[config.mk]
export PLATFORM = sky130hd
export DESIGN_NAME = spike_event_encoder
export DESIGN_NICKNAME = d
export VERILOG_FILES = /design/src/rtl/spike_event_encoder.sv
export SDC_FILE = /design/constraint.sdc
export NUM_CORES = 1
export LEC_CHECK = 0
export ABC_CLOCK_PERIOD_IN_PS = 5770
export BUFFER_PORTS_ARGS = -buffer_cell sky130_fd_sc_hd__buf_4
export CAP_MARGIN = 20
export CELL_PAD_IN_SITES_DETAIL_PLACEMENT = 1
export CELL_PAD_IN_SITES_GLOBAL_PLACEMENT = 1
export CORE_UTILIZATION = 29
export DETAILED_ROUTE_END_ITERATION = 7
export GPL_ROUTABILITY_DRIVEN = 0
export HOLD_SLACK_MARGIN = 0.08
export PLACE_DENSITY_LB_ADDON = 0.3
export SLEW_MARGIN = 15
export SYNTH_ARGS = -nofsm -noshare
export SYNTH_HDL_FRONTEND = slang
export SYNTH_SLANG_ARGS = --single-unit
[constraint.sdc]
create_clock -name clk -period 5.77 [get_ports clk]
set_clock_uncertainty 0.05 [all_clocks]
set_input_delay 0 -clock clk [delete_from_list [all_inputs] [get_ports clk]]
set_output_delay 0 -clock clk [all_outputs]
set_load 0.05 [all_outputs]
[src/rtl/spike_event_encoder.sv]
// Sequential spike-vector encoder: captures an N-bit spike vector and emits one neuron address per handshake.
// Optional `SPK_MERGE_EN lets new vectors be OR-merged into the pending set while events are still being emitted.
module spike_event_encoder #(
  parameter int N         = 16,
  parameter bit MSB_FIRST = 1'b1
) (
  input  logic                 clk,
  input  logic                 rst_n,
  input  logic [N-1:0]         spk_i,
  input  logic                 spk_valid_i,
  output logic                 spk_ready_o,
  output logic [$clog2(N)-1:0] evt_addr_o,
  output logic                 evt_valid_o,
  input  logic                 evt_ready_i,
  output logic                 evt_last_o,
  output logic                 busy_o,
  output logic                 done_o
);

  localparam int AW = $clog2(N);

  typedef enum logic {IDLE, EMIT} state_t;

  state_t         state_q, state_d;
  logic [N-1:0]   pending_q, pending_d;
  logic           done_q, done_d;
  logic [AW-1:0]  prio_idx;
  logic [N-1:0]   emit_mask;
  logic           accept;
  logic           evt_hs;
  logic           in_emit;

  assign in_emit = (state_q == EMIT);

`ifdef SPK_MERGE_EN
  assign spk_ready_o = 1'b1;
`else
  assign spk_ready_o = !in_emit;
`endif

  assign accept = spk_valid_i && spk_ready_o;
  assign evt_hs = in_emit && evt_ready_i;

  // Later matches overwrite earlier ones, so scan order selects the priority.
  always_comb begin
    prio_idx = '0;
    if (MSB_FIRST) begin
      for (int i = 0; i < N; i++) begin
        if (pending_q[i]) prio_idx = AW'(i);
      end
    end else begin
      for (int i = N - 1; i >= 0; i--) begin
        if (pending_q[i]) prio_idx = AW'(i);
      end
    end
  end

  generate
    for (genvar gi = 0; gi < N; gi++) begin : g_emit_mask
      assign emit_mask[gi] = evt_hs && (prio_idx == AW'(gi));
    end
  endgenerate

  // A merged bit equal to the one just emitted is re-queued because the OR comes last.
  always_comb begin
    pending_d = (pending_q & ~emit_mask) | (accept ? spk_i : '0);
    state_d   = (pending_d != '0) ? EMIT : IDLE;
    done_d    = (!in_emit && accept && (spk_i == '0)) ||
                (evt_hs && (pending_d == '0));
  end

  always_ff @(posedge clk or negedge rst_n) begin
    if (!rst_n) begin
      state_q   <= IDLE;
      pending_q <= '0;
      done_q    <= 1'b0;
    end else begin
      state_q   <= state_d;
      pending_q <= pending_d;
      done_q    <= done_d;
    end
  end

  assign evt_valid_o = in_emit;
  assign busy_o      = in_emit;
  assign evt_addr_o  = in_emit ? prio_idx : '0;
  assign evt_last_o  = in_emit && (pending_q != '0) &&
                       ((pending_q & (pending_q - N'(1))) == '0);
  assign done_o      = done_q;

endmodule

==> metrics.log <==
[metrics] result of the run: completed
[metrics] Finished Layout Cells: 259
[metrics] Top-Level Pins: 29
[metrics] ys async rst share: 100%
[metrics] count of flip-flops with a built-in enable after synthesis: 0
[metrics] clk root buf: clkbuf_8
[metrics] Min Clock Period, post-route: 2.77 ns
[metrics] Final Hold Viols: 0
[metrics] Leakage Power: 0.810 nW
[metrics] clock buffers created by TritonCTS: 3
[metrics] number of diodes: 0
[metrics] width of the die: 69.1 µm
[metrics] Post-Synthesis Cell Area: 0.00131 mm²
[metrics] destination of the worst register-to-register timing path: busy_o
[metrics] net count after synthesis: 182
[metrics] RSZ-0062 raised after global routing: no
[metrics] antenna violation net count after detailed routing: 0
[metrics] DRC violation count after routing: 0
[metrics] via density per instance: 5.56
[metrics] cell-by-cell listing of the critical path: nor4_2, nand4_1, or2_1, maj3_2, nor2_1, nor2_1, nor4_2, buf_4
[metrics] cell type group with the largest total delay on the critical path: simple AND/OR/NAND/NOR gates
[metrics] CP max stage cell: dfrtp_1
[metrics] H-tree Lvls: 1
[metrics] overflow left after global routing: 0
[metrics] Cell variety after synth: 45
[metrics] critical path type: flip-flop to primary output
[metrics] part of the Yosys area used for sequential elements: 34.5%
[metrics] total track usage: 19.8%
[metrics] Placed Cells: 237
[metrics] TritonCTS sink count: 18
[metrics] endpoint type of the worst setup path: primary output
[metrics] number of optimization iterations in the first detailed-route pass: 4
[metrics] Worst R2R Setup Slack: 3.34 ns
[metrics] number of rows created at floorplan: 24
[metrics] data arrival at the endpoint of the critical path: 2.72 ns
[metrics] number of storage elements in the synthesis netlist: 18
[metrics] total power per unit cell area: 604 mW/mm²
[metrics] number of setup violations in the final report: 0
[metrics] post-layout power: 1.08 mW
[metrics] Slowest Stage Delay on Critical Path: 0.48 ns
[metrics] postcts setup bufs: 0
[metrics] top cell type by total area after synthesis: dfrtp_1
[metrics] Least-Margin Pin Slew: 0.450 ns
[metrics] synthesis-to-layout area growth: 36.4%
[metrics] placed wire-length estimate after detailed placement: 3430 µm
[metrics] area fraction of the dominant cell type after synthesis: 34.5%
[metrics] post-synthesis area per instance: 8.06 µm²
[metrics] vias in the first global route: 1512
[metrics] detail-routed net length per standard cell: 17.4 µm
[metrics] Area after DPL: 0.00155 mm²
[metrics] post-cts sizing count: 0
[metrics] critical path peak fanout: 7
[metrics] Crit path buffers/inverters: 1
[metrics] antenna violations before repair: 0
[metrics] total length of routed wires: 4510 µm
[metrics] Final nets: 228
[metrics] final count of pins violating max slew: 0
[metrics] clock tree from TritonCTS: done
[metrics] IR drop worst, VDD: 0.228 mV
[metrics] Port-buffer cells: 28
[metrics] initial core utilization: 30.0%
[metrics] Final period util: 48.0%
[metrics] pin count of the biggest net entering global routing: 19
[metrics] number of violations of the max-capacitance limit: 0
[metrics] floorplan core area: 0.00435 mm²
[metrics] count of yosys warnings during synthesis: 0
[metrics] Hold/Removal Path Class: input pin to asynchronous set/reset pin
[metrics] number of hold buffers added after CTS: 18
[metrics] cell types occupying the most area after synthesis: dfrtp_1 (35%), nand2_1 (8.1%), a21oi_1 (6.9%), nor2_1 (4.9%), nor4_4 (3.3%)
[metrics] ratio of cells with drive above 1 in the final layout: 21.7%
[metrics] r2r worst-path depth: 7
[metrics] final setup TNS: 0 ns
[metrics] nature of the critical path startpoint: flip-flop
[metrics] Crit path required time: 5.72 ns
[metrics] count of routing violations after the opening detailed-route iteration: 132
[metrics] gate count after technology mapping: 162
[metrics] Via Count: 1439
[metrics] final standard cell area without fillers: 0.00178 mm²
[metrics] die area: 0.00477 mm²
[metrics] Hold Worst Slack: 0.0972 ns
[metrics] most common library cells after synthesis: nand2_1 (28), a21oi_1 (18), dfrtp_1 (18)
[metrics] main flop type after synthesis: dfrtp_1
[metrics] clock input transition at the sequential cells of the worst setup and hold paths: 0.07 ns
[metrics] upper clock frequency limit: 0.361 GHz
[metrics] insertion delay of the later-clocked pin in the worst-skew pair: 0.26 ns
[metrics] beginning of the worst register-to-register path: pending_q[10]
[metrics] global-route wire length before repair: 7480 µm
[metrics] relative slew slack: 70.0%
[metrics] overall die height: 69.1 µm
[metrics] most frequent cell after synthesis: nand2_1
[metrics] maximum count of clock buffers along a single path: 2
==> per-stage QoR <==
| stage | util (%) | worst slack [ns] |
|---|---|---|
| 2_1_floorplan | - | 3.07 |
| 3_3_place_gp | 35.3 | 3.29 |
| 3_5_place_dp | 35.5 | 3.30 |
| 4_1_cts | 40.9 | 3.00 |
| 5_1_grt | 40.9 | 2.77 |
| 6_report | 40.9 | 3.00 |
==> how the worst max path moves through the flow <==
stage,cells past startpoint,slack (ns),from,end
2_1_floorplan,7,3.07,pending_q[8],evt_last_o
3_3_place_gp,8,3.29,pending_q[4],evt_last_o
3_5_place_dp,8,3.30,pending_q[4],evt_last_o
4_1_cts,8,3.00,pending_q[4],evt_last_o
5_1_grt,8,2.77,pending_q[4],evt_last_o
6_report,8,3.00,pending_q[4],evt_last_o
==> power by group <==
group / internal, mW / switching [mW] / leakage (nW)
sequential: 0.162 / 0.0759 / 0.237
combinational: 0.250 / 0.482 / 0.544
clock: 0.0607 / 0.0449 / 0.0288
total: 0.472 / 0.603 / 0.810
==> state kept, by name (all words and copies together) (netlist names) <==
register	flops
pending_q	16
busy_o	1
done_o	1
==> final cells by class <==
type	instances	area [µm²]
inverter	6	22.5
timing repair buffer	47	398
sequential	18	450
clock buffer	4	55.1
fill	523	2570
tap	52	65.1
multi-input combinational	132	790
==> logic make-up (layout without fill, tap and decap cells) <==
| logic type | after synthesis | in the layout | synth area share [%] |
|---|---|---|---|
| AOI/OAI and AO/OA | 46 | 46 | 23.3 |
| and+or+nand+nor | 83 | 83 | 34.8 |
| muxes | 1 | 1 | 0.767 |
| adders and majority gates | 2 | 2 | 1.63 |
| buffers and inverters | 12 | 57 | 4.99 |
| DFF | 18 | 18 | 34.5 |
==> worst reg2reg max path, cell delays in order, from the launching register on <==
cell      delay (ns)
dfrtp_1         0.51
nor2_2          0.26
o311ai_2        0.19
and3_1          0.30
o31ai_2         0.33
nand3_1         0.13
nor4_2          0.36
nand4_1         0.15
==> routing by layer <==
metal | share of wire, % | global-route usage (%) | up-vias
met3 | 5.0 | 2.49 | 5
met2 | 49 | 33.8 | 50
met1 | 45 | 26.3 | 697
li1 | - | - | 687
met5 | 0 | 0 | -
met4 | 1.0 | 5.44 | 0
==> layout by cell type (no fill, tap or decap), types with 4 or more instances in the layout <==
master         Yosys  layout
buf_4              1      29
nand2_1           28      28
a21oi_1           18      18
dfrtp_1           18      18
dlygate4sd3_1      0      18
nor2_1            17      17
o21ai_0            8       8
nand3_1            7       7
inv_1              6       6
nor3_1             4       4
o31ai_1            4       4
clkbuf_8           0       4
Power figures use the tool's default switching activity.
